### config.mk
export PLATFORM = sky130hd
export DESIGN_NAME = mod10_seq_monitor_flat
export DESIGN_NICKNAME = d
export VERILOG_FILES = /design/src/rtl/mod10_pkg.sv /design/src/rtl/mod10_seq_monitor_if.sv /design/src/rtl/mod10_step_classify.sv /design/src/rtl/mod10_seq_monitor.sv /design/src/flat_wrapper.sv
export SDC_FILE = /design/constraint.sdc
export NUM_CORES = 1
export LEC_CHECK = 0
export BUFFER_PORTS_ARGS = -buffer_cell sky130_fd_sc_hd__clkbuf_2
export CAP_MARGIN = 20
export CELL_PAD_IN_SITES_DETAIL_PLACEMENT = 1
export CELL_PAD_IN_SITES_GLOBAL_PLACEMENT = 1
export CORE_MARGIN = 4
export CORE_UTILIZATION = 43
export DETAILED_ROUTE_END_ITERATION = 8
export GPL_TIMING_DRIVEN = 1
export PLACE_DENSITY = 0.81
export SLEW_MARGIN = 20
export SYNTH_ARGS = -nofsm -noshare
export SYNTH_HDL_FRONTEND = slang
export SYNTH_SLANG_ARGS = --single-unit
### constraint.sdc
create_clock -name clk -period 3.3 [get_ports clk]
set_clock_uncertainty 0.05 [all_clocks]
set_input_delay 0.33 -clock clk [delete_from_list [all_inputs] [get_ports clk]]
set_output_delay 0.33 -clock clk [all_outputs]
set_load 0.005 [all_outputs]
### src/rtl/mod10_pkg.sv
// Shared types for the mod-10 count stream monitor and its step classifier.
package mod10_pkg;

  typedef enum logic [1:0] {
    ST_IDLE = 2'd0,
    ST_ACQ  = 2'd1,
    ST_LOCK = 2'd2
  } state_t;

  typedef enum logic [2:0] {
    STEP_UP   = 3'd0,
    STEP_DOWN = 3'd1,
    STEP_HOLD = 3'd2,
    STEP_JUMP = 3'd3,
    STEP_BAD  = 3'd4
  } step_t;

  localparam logic [3:0] MOD10_MAX = 4'd9;

endpackage

### src/rtl/mod10_seq_monitor_if.sv
// Sample stream in, lock/direction/error status out.
interface mod10_seq_monitor_if #(parameter int CNT_W = 8);
  logic [3:0]       din;
  logic             din_valid;
  logic             err_clr;
  logic             locked;
  logic             dir;
  logic             step_ok;
  logic             rev;
  logic             err;
  logic [CNT_W-1:0] err_cnt;

  modport master (output din, din_valid, err_clr,
                  input  locked, dir, step_ok, rev, err, err_cnt);
  modport slave  (input  din, din_valid, err_clr,
                  output locked, dir, step_ok, rev, err, err_cnt);
endinterface

### src/rtl/mod10_step_classify.sv
// Classifies sample s against previous legal sample p; without a reference only BAD is meaningful.
module mod10_step_classify
  import mod10_pkg::*;
(
  input  logic [3:0] p,
  input  logic       p_valid,
  input  logic [3:0] s,
  output step_t      step
);
  logic [3:0] p_up, p_dn;

  always_comb begin
    p_up = (p == MOD10_MAX) ? 4'd0 : p + 4'd1;
    p_dn = (p == 4'd0) ? MOD10_MAX : p - 4'd1;
    step = STEP_JUMP;
    if (s > MOD10_MAX)  step = STEP_BAD;
    else if (!p_valid)  step = STEP_JUMP;
    else if (s == p_up) step = STEP_UP;
    else if (s == p_dn) step = STEP_DOWN;
    else if (s == p)    step = STEP_HOLD;
  end
endmodule

### src/rtl/mod10_seq_monitor.sv
// Direction decoder / protocol checker for a free-running mod-10 up/down count stream.
module mod10_seq_monitor
  import mod10_pkg::*;
#(
  parameter int LOCK_COUNT = 3,
  parameter int ERR_LIMIT  = 2,
  parameter int CNT_W      = 8
)(
  input  logic clk,
  input  logic rst,
  mod10_seq_monitor_if.slave bus
);
  localparam int RUN_W  = $clog2(LOCK_COUNT + 1);
  localparam int CERR_W = $clog2(ERR_LIMIT + 1);

  state_t           state_q, state_n;
  step_t            step;
  logic [3:0]       p_q, p_n;
  logic             pv_q, pv_n;
  logic [RUN_W-1:0] run_q, run_n;
  logic [CERR_W-1:0] cerr_q, cerr_n;
  logic             cand_q, cand_n, locked_q, locked_n, dir_q, dir_n;
  logic             step_ok_q, step_ok_n, rev_q, rev_n, err_q, err_n;
  logic [CNT_W-1:0] err_cnt_q, err_cnt_n;
  logic             is_up;

  mod10_step_classify u_cls (.p(p_q), .p_valid(pv_q), .s(bus.din), .step(step));

  assign is_up = (step == STEP_UP);

  always_comb begin
    state_n   = state_q;
    p_n       = p_q;
    pv_n      = pv_q;
    run_n     = run_q;
    cerr_n    = cerr_q;
    cand_n    = cand_q;
    locked_n  = locked_q;
    dir_n     = dir_q;
    step_ok_n = 1'b0;
    rev_n     = 1'b0;
    err_n     = 1'b0;
    if (bus.din_valid) begin
      if (step == STEP_BAD) pv_n = 1'b0;
      else begin
        p_n  = bus.din;
        pv_n = 1'b1;
      end
      case (state_q)
        ST_IDLE: begin
          if (step == STEP_BAD) err_n = 1'b1;
          else begin
            state_n = ST_ACQ;
            run_n   = '0;
          end
        end
        ST_ACQ: begin
          case (step)
            STEP_UP, STEP_DOWN: begin
              step_ok_n = 1'b1;
              // A fresh run (run==0) adopts whatever direction this step shows.
              if (run_q != '0 && is_up == cand_q) run_n = run_q + 1'b1;
              else begin
                cand_n = is_up;
                run_n  = RUN_W'(1);
              end
              if (run_n == RUN_W'(LOCK_COUNT)) begin
                state_n  = ST_LOCK;
                locked_n = 1'b1;
                dir_n    = cand_n;
                cerr_n   = '0;
              end
            end
            STEP_JUMP: run_n = '0;
            STEP_BAD: begin
              err_n   = 1'b1;
              state_n = ST_IDLE;
              run_n   = '0;
            end
            default: ;
          endcase
        end
        ST_LOCK: begin
          case (step)
            STEP_UP, STEP_DOWN: begin
              step_ok_n = 1'b1;
              cerr_n    = '0;
              if (is_up != dir_q) begin
                dir_n = is_up;
                rev_n = 1'b1;
              end
            end
            STEP_BAD: begin
              err_n    = 1'b1;
              state_n  = ST_IDLE;
              locked_n = 1'b0;
              cerr_n   = '0;
              run_n    = '0;
            end
            default: begin
              err_n = 1'b1;
              if (cerr_q + 1'b1 == CERR_W'(ERR_LIMIT)) begin
                state_n  = ST_ACQ;
                run_n    = '0;
                locked_n = 1'b0;
                cerr_n   = '0;
              end else begin
                cerr_n = cerr_q + 1'b1;
              end
            end
          endcase
        end
        default: state_n = ST_IDLE;
      endcase
    end
    // A clear coinciding with a new error leaves that error counted.
    err_cnt_n = err_cnt_q;
    if (bus.err_clr)                    err_cnt_n = err_n ? CNT_W'(1) : '0;
    else if (err_n && err_cnt_q != '1)  err_cnt_n = err_cnt_q + 1'b1;
  end

  always_ff @(posedge clk or negedge rst) begin
    if (!rst) begin
      state_q   <= ST_IDLE;
      p_q       <= '0;
      pv_q      <= 1'b0;
      run_q     <= '0;
      cerr_q    <= '0;
      cand_q    <= 1'b1;
      locked_q  <= 1'b0;
      dir_q     <= 1'b1;
      step_ok_q <= 1'b0;
      rev_q     <= 1'b0;
      err_q     <= 1'b0;
      err_cnt_q <= '0;
    end else begin
      state_q   <= state_n;
      p_q       <= p_n;
      pv_q      <= pv_n;
      run_q     <= run_n;
      cerr_q    <= cerr_n;
      cand_q    <= cand_n;
      locked_q  <= locked_n;
      dir_q     <= dir_n;
      step_ok_q <= step_ok_n;
      rev_q     <= rev_n;
      err_q     <= err_n;
      err_cnt_q <= err_cnt_n;
    end
  end

  assign bus.locked  = locked_q;
  assign bus.dir     = dir_q;
  assign bus.step_ok = step_ok_q;
  assign bus.rev     = rev_q;
  assign bus.err     = err_q;
  assign bus.err_cnt = err_cnt_q;
endmodule
### src/flat_wrapper.sv
// flat-port wrapper written by rule: the top's interface ports become plain ports
module mod10_seq_monitor_flat import mod10_pkg::*;
#(
  parameter int LOCK_COUNT = 3,
  parameter int ERR_LIMIT  = 2,
  parameter int CNT_W      = 8
)
  (clk, rst, bus_din, bus_din_valid, bus_err_clr, bus_locked, bus_dir, bus_step_ok, bus_rev, bus_err, bus_err_cnt);
  mod10_seq_monitor_if #(.CNT_W(CNT_W)) bus_i ();
  input  logic clk;
  input  logic rst;
  input wire logic [$bits(bus_i.din)-1:0] bus_din;
  input wire logic [$bits(bus_i.din_valid)-1:0] bus_din_valid;
  input wire logic [$bits(bus_i.err_clr)-1:0] bus_err_clr;
  output wire logic [$bits(bus_i.locked)-1:0] bus_locked;
  output wire logic [$bits(bus_i.dir)-1:0] bus_dir;
  output wire logic [$bits(bus_i.step_ok)-1:0] bus_step_ok;
  output wire logic [$bits(bus_i.rev)-1:0] bus_rev;
  output wire logic [$bits(bus_i.err)-1:0] bus_err;
  output wire logic [$bits(bus_i.err_cnt)-1:0] bus_err_cnt;
  assign bus_i.din = bus_din;
  assign bus_i.din_valid = bus_din_valid;
  assign bus_i.err_clr = bus_err_clr;
  assign bus_locked = bus_i.locked;
  assign bus_dir = bus_i.dir;
  assign bus_step_ok = bus_i.step_ok;
  assign bus_rev = bus_i.rev;
  assign bus_err = bus_i.err;
  assign bus_err_cnt = bus_i.err_cnt;
  mod10_seq_monitor #(.LOCK_COUNT(LOCK_COUNT), .ERR_LIMIT(ERR_LIMIT), .CNT_W(CNT_W)) u_core (.clk(clk), .rst(rst), .bus(bus_i));
endmodule
==> results_dict.tcl, run 1 <==
set metrics [dict create \
    antenna_found_initial 0 \
    rsz0062_at_grt "false" \
    die_w_um 70.12 \
    n_fill_cell 466 \
    grt_use_met3_pct 2.446 \
    avgSynthCellArea_um2 8.825 \
    postCtsHoldBufs 0 \
    clock_sinks 25 \
    yosys.area.top_type "dfrtp_1" \
    drc_errors 0 \
    synthTopCellsByArea "dfrtp_1, o21ai_0, ha_1" \
    cts_resized 0 \
    finalCritPeriodShare_pct 82.42 \
    ys_ff_latch 25 \
    layout.cells.non_filler 255 \
    rr_worst_depth 8 \
    hp-class "in2async" \
    htreeDepth 1 \
    grt_util_met1_pct 22.13 \
    multi_input_area_um2 974.7 \
    yosysSeqAreaShare_pct 37.86 \
    first_pass_iters 4 \
    clk_transition_reported_paths_ns 0.09 \
    worstReg2RegEnd "u_core.cerr_q[0]" \
    yosys-top-cells-count "dfrtp_1, o21ai_0, nand2_1" \
    fmax_mhz 367.7 \
    via_per_inst 5.690 \
    synth_flop_cell "dfrtp_1" \
    grt-ovfl-total 0 \
    cts_setup_buffers 0 \
    start_util_pct 44.98 \
    drive_above_1_share_pct 17.39 \
    r2r-start "u_core.p_q[2]" \
    grt_max_degree 26 \
    postRouteAntennaNets 0 \
    dpl.hpwl_mm 3.161 \
    row_count 22 \
    register_area_um2 628.1 \
    core_area_um2 3689 \
    die_h_um 70.12 \
    critPathKind "reg2reg" \
    cts-buffers-inserted 3 \
    hold_slack_ns 0.006876 \
    dr.first_iter.drc_count 83 \
    cp-end-kind "flip-flop" \
    outcome "finished, final reports clean" \
    maxCapViolations 0 \
    finalSetupViolCount 0 \
    dp_cells 251 \
    p_leak_nw 0.8033 \
    worstMarginPinSlew_ns 0.6204 \
    ios 21 \
    slew_viol_final 0 \
    synth_area_um2 1659 \
    portBuffers 20 \
    crit_required_ns 3.41 \
    synth.distinct_cells 48 \
    area_growth_syn_to_layout_pct 11.31 \
    irDropWorstVdd_mv 0.2270 \
    avgRoutedWirePerCell_um 15.47 \
    finalHoldViolCount 0 \
    grt_pass1_wl_mm 7.017 \
    routed_wl_mm 3.944 \
    grt_usage_pct 17.15 \
    clk_latency_ns 0.27 \
    gp_congestion 0.8502 \
    syn_nets 202 \
    grt_pass1_vias 1523 \
    antennaDiodeCount 0 \
    grt.met2_usage_pct 29.17 \
    ys_warn_count 0 \
    vias 1451 \
    powerDensity_nw_per_um2 447.4 \
    worst-path-max-fanout 8 \
    gr-max-usage-layer "met2" \
    r2r_slack_ns 0.58 \
    synthArstFlopShare_pct 100.0 \
    crit_arrival_ns 2.83 \
    fp.dieArea_um2 4916 \
    synth_top_area_share_pct 34.69 \
    cp-start-kind "flip-flop" \
    cts_buffer_depth 2 \
    fin_setup_tns_ns 0 \
    slew_headroom_pct 58.64 \
    synth-edff-count 0 \
    period_needed_ns 2.720 \
    cts_tree "built" \
    syn_inst 188 \
    root_buffer "clkbuf_8" \
    finalNetCount 222 \
    yosysMostFrequentCell "dfrtp_1" \
]
==> cell usage in the layout, fill, tap and decap left out, types with 3 or more instances in the layout <==
cell type / n
nor2_1: 14
mux2_2: 3
clkbuf_2: 20
nor2b_1: 6
clkbuf_8: 3
nand2b_1: 9
a21oi_1: 8
nor3_1: 3
nand3_1: 9
nand2_1: 16
xor2_1: 7
inv_1: 8
o21a_1: 4
ha_1: 6
o21ai_0: 19
and2_1: 5
xnor2_1: 3
dfrtp_1: 23
==> flip-flops by register name (all words and copies together) (netlist names), 2 cells and up <==
register and flops:
u_core.bus.err_cnt 8, u_core.cerr_q 2, u_core.state_q 2, u_core.p_q 4, u_core.run_q 2
==> cells by family (layout without fill, tap and decap cells) <==
logic type                 after synthesis  count (layout)  share of synthesized area, %
AOI/OAI and AO/OA                       53              53                         21.80
xor gates and xnor gates                10              10                         5.279
adders and majority gates                6               6                         4.525
buffers and inverters                   14              33                         3.393
DFF                                     25              25                         37.86
muxes                                    4               4                         2.639
and+or+nand+nor                         76              76                         24.51
==> final cells by class <==
cell class / instances / share of cell area [%]
Multi-Input combinational cell: 149 / 52.78
Sequential cell: 25 / 34.01
Timing Repair Buffer: 21 / 5.827
Tap cell: 48 / 3.252
Clock buffer: 3 / 2.236
Inverter: 8 / 1.626
Clock inverter: 1 / 0.2710
==> power by group <==
part           total, W  switching (W)  internal (W)
registers      0.000385      0.0000430      0.000342
clock network  0.000182      0.0000975     0.0000844
logic          0.000259       0.000153      0.000106
total          0.000826       0.000294      0.000533
==> through the flow <==
| step | util, % | total power [W] | setup WS [ns] | area [um^2] |
|---|---|---|---|---|
| global route | 50.07 | 0.0008871 | 0.3824 | 1847 |
| finish | 50.07 | 0.0008263 | 0.5803 | 1847 |
| global placement | 48.81 | 0.0006388 | 0.7690 | 1800 |
| floorplan | - | 0.0005723 | 0.8384 | 1659 |
| detailed placement | 48.81 | 0.0006522 | 0.6235 | 1800 |
| CTS | 50.07 | 0.0008384 | 0.6040 | 1847 |
==> worst max path at each step <==
stage | to | slack [ns] | from
floorplan | u_core.run_q[1] | 0.84 | u_core.p_q[2]
detailed placement | u_core.cerr_q[0] | 0.62 | u_core.p_q[2]
global route | u_core.cerr_q[0] | 0.38 | u_core.p_q[2]
global placement | u_core.cerr_q[0] | 0.77 | u_core.p_q[0]
CTS | u_core.cerr_q[0] | 0.60 | u_core.p_q[2]
finish | u_core.cerr_q[0] | 0.58 | u_core.p_q[2]
==> critical path: stages, from the launching register on <==
cell and delay [ns]:
dfrtp_1 0.49, and3b_1 0.23, o21a_1 0.18, or3_4 0.37, a211oi_4 0.38, mux2i_1 0.16
o21ai_0 0.29, nand3_1 0.17, mux2_2 0.29
==> metal layers <==
layer  wire (um)  share of wire (%)
met5           0                  0
met3         126                3.2
met1        1817                 46
met2        1925                 49
met4          74                1.9
(Power assumes the default switching activity.)
==> run 2: changes to the inputs <==
ABC_AREA = 1   (was not set)
CORE_UTILIZATION = 42   (was 43)
PLACE_DENSITY = 0.82   (was 0.81)
clock period = 2.7 ns   (was 3.3 ns; I/O delays follow)
==> run 2 against run 1 <==
- maximum frequency is 17% higher
- cell count is 18% higher
- synthesized area is 1.7% higher
- via count is 8.6% higher
- count of clock-buffer cells in the layout stayed put
- routed wire length is 4.5% higher
==> results_dict.tcl, run 2 <==
set metrics [dict create \
    root_buffer "clkbuf_8" \
    synthXorXnorAreaFrac_pct 2.596 \
    cp-start-kind "flip-flop" \
    dr.first_iter.drc_count 72 \
    via_per_inst 5.219 \
    cp_num_buf_inv 0 \
    synth-edff-count 0 \
    synth_flop_cell "dfrtp_1" \
    slew_viol_final 0 \
    layout_commonest_cell "nand2_1" \
    maxCapViolations 0 \
    fin_setup_tns_ns 0 \
    ys_warn_count 0 \
    clk_transition_reported_paths_ns 0.10 \
    synth_top_area_share_pct 34.12 \
    cts_tree "built" \
    synthTopCellsByArea "dfrtp_1, nand2_1, nand3_1" \
    routed_wl_mm 4.122 \
    postRouteAntennaNets 0 \
    finalHoldViolCount 0 \
    gp_congestion 0.8521 \
    synth-simple-area-share_pct 35.24 \
    grt_max_degree 26 \
    critPathKind "reg2reg" \
    synth_compound_area_share_pct 12.02 \
    yosysMostFrequentCell "nand2_1" \
    synth_top_family_by_area "simple AND/OR/NAND/NOR gates" \
    path_common_cell "nand2_1" \
    cp-end-kind "flip-flop" \
    powerDensity_nw_per_um2 654.2 \
    placed_area_um2 1834 \
    first_pass_iters 4 \
    die_w_um 71.37 \
    synthAdderAreaFrac_pct 4.451 \
    slew_headroom_pct 55.73 \
    cts_buffer_depth 2 \
    drc_errors 0 \
    antenna_found_initial 0 \
    critPathLaunch "u_core.p_q[1]" \
    yosys-top-cells-count "nand2_1, inv_1, dfrtp_1, nand3_1, nor2_1" \
    r2r-start "u_core.p_q[1]" \
    fmax_mhz 431.0 \
    hp-class "in2reg" \
    syn_inst 231 \
    avgRoutedWirePerCell_um 13.65 \
    finalSetupViolCount 0 \
    antennaDiodeCount 0 \
    dpl.hpwl_mm 3.229 \
    core_area_um2 3771 \
    finalNetCount 269 \
    cts_setup_buffers 0 \
    largest_reg_flops 8 \
    path_depth 15 \
    irDropWorstVdd_mv 0.2969 \
    grt_pass1_vias 1646 \
    crit_required_ns 2.83 \
    grt_usage_pct 17.53 \
    p_leak_nw 0.9368 \
    synth_area_um2 1687 \
    crit_end "u_core.cerr_q[1]" \
    yosys.area.top_type "dfrtp_1" \
    synth.distinct_cells 29 \
    htreeDepth 1 \
    path_cells "nand2_2 > o21bai_1 > nand3_1 > nand2_1 > nand3_2 > nand2_2 > nand4_2 > nand2_1 > nand2_1 > nor2_2 > nand4_1 > nand2_2 > nand2_1 > nor2_1 > nor2_1" \
    grt_pass1_wl_mm 7.362 \
    portBuffers 20 \
    clock_sinks 25 \
    crit_arrival_ns 2.45 \
    area_growth_syn_to_layout_pct 12.24 \
    avgSynthCellArea_um2 7.301 \
    fin_area_um2 1893 \
    die_h_um 71.37 \
    start_util_pct 44.72 \
    clk_latency_ns 0.28 \
    rsz0062_at_grt "false" \
    period_needed_ns 2.320 \
    fp.dieArea_um2 5094 \
    critical_path.slowest_cell "dfrtp_1" \
    ios 21 \
    grt-ovfl-total 0 \
    synthArstFlopShare_pct 100.0 \
    rr_worst_depth 15 \
    finalCritPeriodShare_pct 85.93 \
    ys_ff_latch 25 \
    vias 1576 \
    critPathMaxStageDelay_ns 0.50 \
    worst-path-max-fanout 7 \
    cts-buffers-inserted 3 \
    outcome "finished, final reports clean" \
    synthMuxAreaShare_pct 0 \
    worstMarginPinSlew_ns 0.6641 \
    drive_above_1_share_pct 18.90 \
    worstReg2RegEnd "u_core.cerr_q[1]" \
    yosysSeqAreaShare_pct 37.24 \
    path_delay_family "simple AND/OR/NAND/NOR gates" \
    row_count 22 \
    r2r_slack_ns 0.38 \
    layout_common_cells "nand2_1, inv_1, nand3_1, dfrtp_1, clkbuf_2" \
    syn_nets 245 \
]
[run 2: cell count changes in the layout (fill, tap and decap cells not counted), sizes merged, moves of 7 or more]
cell	delta
nand2	+51
nand4	+7
nand3	+15
nand2b	-9
inv	+26
nor2	+8
[run 2: cell families (layout without fill, tap and decap cells)]
family / Yosys count / in the layout
simple gates: 125 / 125
buf+inv: 36 / 59
compound gates: 34 / 34
flops: 25 / 25
fa+ha+maj: 6 / 6
xor+xnor: 5 / 5
[run 2: cell type report]
| cell class | count | area [um^2] |
|---|---|---|
| Clock buffer | 3 | 41.29 |
| Inverter | 34 | 130.1 |
| Tap cell | 48 | 60.06 |
| Fill cell | 502 | 1878 |
| Clock inverter | 1 | 7.507 |
| Sequential cell | 25 | 628.1 |
| Timing Repair Buffer | 21 | 110.1 |
| Multi-Input combinational cell | 170 | 915.9 |
[run 2: worst min-delay path by stage]
stage	slack, ns	depth (start not counted)	to	start
floorplan	-0.08	0	u_core.bus.err	rst
finish	0.16	2	u_core.bus.err_cnt[7]	bus_err_clr
detailed placement	0.29	1	u_core.run_q[1]	rst
global placement	0.28	1	u_core.run_q[0]	rst
CTS	0.16	2	u_core.bus.err_cnt[7]	bus_err_clr
global route	0.16	2	u_core.bus.err_cnt[7]	bus_err_clr
[run 2: worst register-to-register path: stages (launching register included)]
cell and delay (ns):
dfrtp_1 0.50, nand2_2 0.14, o21bai_1 0.22, nand3_1 0.11, nand2_1 0.09, nand3_2 0.12
nand2_2 0.10, nand4_2 0.16, nand2_1 0.10, nand2_1 0.07, nor2_2 0.11, nand4_1 0.12
nand2_2 0.12, nand2_1 0.07, nor2_1 0.09, nor2_1 0.04
[run 2: stage by stage]
| stage | instances | setup slack [ns] | hold WS [ns] | power, W | utilization, % |
|---|---|---|---|---|---|
| floorplan | 231 | 0.7176 | -0.07559 | 0.0008667 | - |
| global placement | 297 | 0.4547 | 0.2788 | 0.0009950 | 48.64 |
| detailed placement | 297 | 0.3820 | 0.2853 | 0.001010 | 48.64 |
| CTS | 302 | 0.3535 | 0.1600 | 0.001258 | 50.20 |
| global route | 302 | 0.03093 | 0.1606 | 0.001359 | 50.20 |
| finish | 302 | 0.3798 | 0.1626 | 0.001239 | 50.20 |
[run 2: power breakdown]
| group | total [W] | switching [W] | internal (W) |
|---|---|---|---|
| registers | 0.000491 | 0.0000604 | 0.000431 |
| clock network | 0.000239 | 0.000134 | 0.000105 |
| logic | 0.000508 | 0.000329 | 0.000179 |
[run 2: what timing repair did]
| item | in CTS | in global routing |
|---|---|---|
| hold endpoints to repair | 23 | 0 |
| resized for setup | 0 | 0 |
| hold buffers | 1 | 0 |
| endpoints found under the setup margin | 0 | 0 |
[run 2: layer usage]
layer,vias to the layer above,track usage [%],part of all wire (%)
met5,-,0,0
met3,7,1.823,3.5
met2,33,29.59,48
met4,0,5.219,1.3
met1,737,23.61,47
li1,799,-,-
==> run 3: changes to the inputs <==
PLACE_DENSITY = 0.84   (was 0.82)
SKIP_CTS_REPAIR_TIMING = 1   (was not set)
==> run 3 against run 2 <==
- the run now ends with hold timing left
- sequential power is essentially flat
- utilization down 0.33 points
- setup slack better by 0.020 ns
- final area is 0.66% lower
- die area stayed put
- critical path depth did not move
- via count is 0.51% lower
- sequential cell count unchanged
- count of clock-buffer cells in the layout unchanged
- combinational power down 1%
- critical endpoint unchanged
- largest cell class unchanged
==> results_dict.tcl, run 3 (synthesized netlist as in run 2, its figures left out) <==
set metrics [dict create \
    outcome "finished, violations left" \
    violations "hold timing" \
    area_growth_syn_to_layout_pct 11.50 \
    layout_common_cells "nand2_1, inv_1, nand3_1, dfrtp_1, clkbuf_2" \
    fmax_mhz 434.8 \
    dp_cells 297 \
    finalSetupViolCount 0 \
    antenna_found_initial 0 \
    powerDensity_nw_per_um2 651.1 \
    dr.first_iter.drc_count 42 \
    slew_viol_final 0 \
    pwr-share-clk_pct 19.0 \
    critPathMaxStageDelay_ns 0.50 \
    cts_tree "built" \
    grt_max_degree 26 \
    power_w 0.001224 \
    p_int_w 0.0007118 \
    finalCritPeriodShare_pct 85.18 \
    crit_arrival_ns 2.42 \
    fp.dieArea_um2 5094 \
    fin_setup_tns_ns 0 \
    pre_cts_ws_ns 0.4185 \
    drive_above_1_share_pct 18.97 \
    postRouteAntennaNets 0 \
    ios 21 \
    grt_usage_pct 16.41 \
    finalNetCount 268 \
    fin_ws_ns 0.4002 \
    switching_share_pct 41.87 \
    cp-start-kind "flip-flop" \
    root_buffer "clkbuf_8" \
    crit_required_ns 2.82 \
    worst-path-max-fanout 7 \
    portBuffers 20 \
    period_needed_ns 2.300 \
    clock_sinks 25 \
    via_per_inst 5.209 \
    pwr-share-comb_pct 40.9 \
    cts-buffers-inserted 3 \
    cp-end-kind "flip-flop" \
    clk_latency_ns 0.27 \
    antennaDiodeCount 0 \
    row_count 22 \
    largest_reg_flops 8 \
    die_w_um 71.37 \
    p_leak_nw 0.9364 \
    cp_num_buf_inv 0 \
    maxCapViolations 0 \
    start_util_pct 44.72 \
    n_fill_cell 490 \
    die_h_um 71.37 \
    clk_transition_reported_paths_ns 0.09 \
    critPathKind "reg2reg" \
    pwr-share-seq_pct 40.1 \
    routed_wl_mm 3.964 \
    rsz0062_at_grt "false" \
    layout.cells.non_filler 301 \
    critical_path.slowest_cell "dfrtp_1" \
    netSwitchingPower_w 0.0005126 \
    path_common_cell "nand2_1" \
    grt-ovfl-total 0 \
    first_pass_iters 4 \
    hold_slack_ns -0.03810 \
    avgRoutedWirePerCell_um 13.17 \
    htreeDepth 1 \
    gp_congestion 0.8347 \
    slew_headroom_pct 55.11 \
    grt_pass1_vias 1611 \
    vias 1568 \
    path_cells "nand2_2 > o21bai_1 > nand3_1 > nand2_1 > nand3_2 > nand2_2 > nand4_2 > nand2_1 > nand2_1 > nor2_2 > nand4_1 > nand2_2 > nand2_1 > nor2_1 > nor2_1" \
    drc_errors 0 \
    core_area_um2 3771 \
    layout_commonest_cell "nand2_1" \
    irDropWorstVdd_mv 0.2133 \
    cts_buffer_depth 2 \
    path_delay_family "simple AND/OR/NAND/NOR gates" \
    grt_pass1_wl_mm 7.003 \
    hp-class "in2async" \
    dpl.hpwl_mm 3.175 \
    worstMarginPinSlew_ns 0.6734 \
    finalHoldViolCount 23 \
]
-- run 3: power groups by stage --
stage	Clock [W]	Sequential [W]	Combinational [W]
CTS	0.000243	0.000492	0.000511
finish	0.000232	0.000491	0.000501
detailed placement	0	0.000498	0.000509
global placement	0	0.000496	0.000494
floorplan	0	0.000481	0.000386
global route	0.000252	0.000502	0.000579
-- run 3: path summary, 6_finish.rpt --
kind                                   startpoint                     to  slack (ns)  cells after the start
worst max register to register      u_core.p_q[1]       u_core.cerr_q[1]        0.40                     15
worst max-delay path                u_core.p_q[1]       u_core.cerr_q[1]        0.40                     15
max in group asynchronous                     rst          u_core.p_q[2]        2.21                      1
min in group clk                      bus_err_clr  u_core.bus.err_cnt[7]        0.15                      2
worst min register to register  u_core.bus.locked      u_core.bus.locked        0.43                      2
worst min-delay path                          rst        u_core.run_q[0]       -0.04                      1
-- run 3: final cells by class --
class / count / area (um^2) / share of cell area [%]
well taps: 48 / 60.06 / 3.194
multi-input cells: 170 / 915.9 / 48.70
flip-flops and latches: 25 / 628.1 / 33.40
clock buffers: 3 / 41.29 / 2.196
clock inverters: 1 / 5.005 / 0.2661
repair buffers: 20 / 100.1 / 5.323
inverters: 34 / 130.1 / 6.920
-- run 3: stage by stage --
stage / util, % / instance area [um^2] / hold slack (ns)
2_1_floorplan: - / 1687 / -0.07559
3_3_place_gp: 48.64 / 1834 / 0.2806
5_1_grt: 49.87 / 1881 / 0.004323
6_report: 49.87 / 1881 / -0.03810
4_1_cts: 49.87 / 1881 / -0.02594
3_5_place_dp: 48.64 / 1834 / 0.2849
-- run 3: routing by layer --
| layer | track usage [%] | up-vias | share of wire, % |
|---|---|---|---|
| met2 | 30.51 | 21 | 48 |
| met3 | 1.823 | 2 | 2.7 |
| met4 | 3.132 | 0 | 0.53 |
| met5 | 0 | - | 0 |
| met1 | 20.38 | 748 | 48 |
| li1 | - | 797 | - |
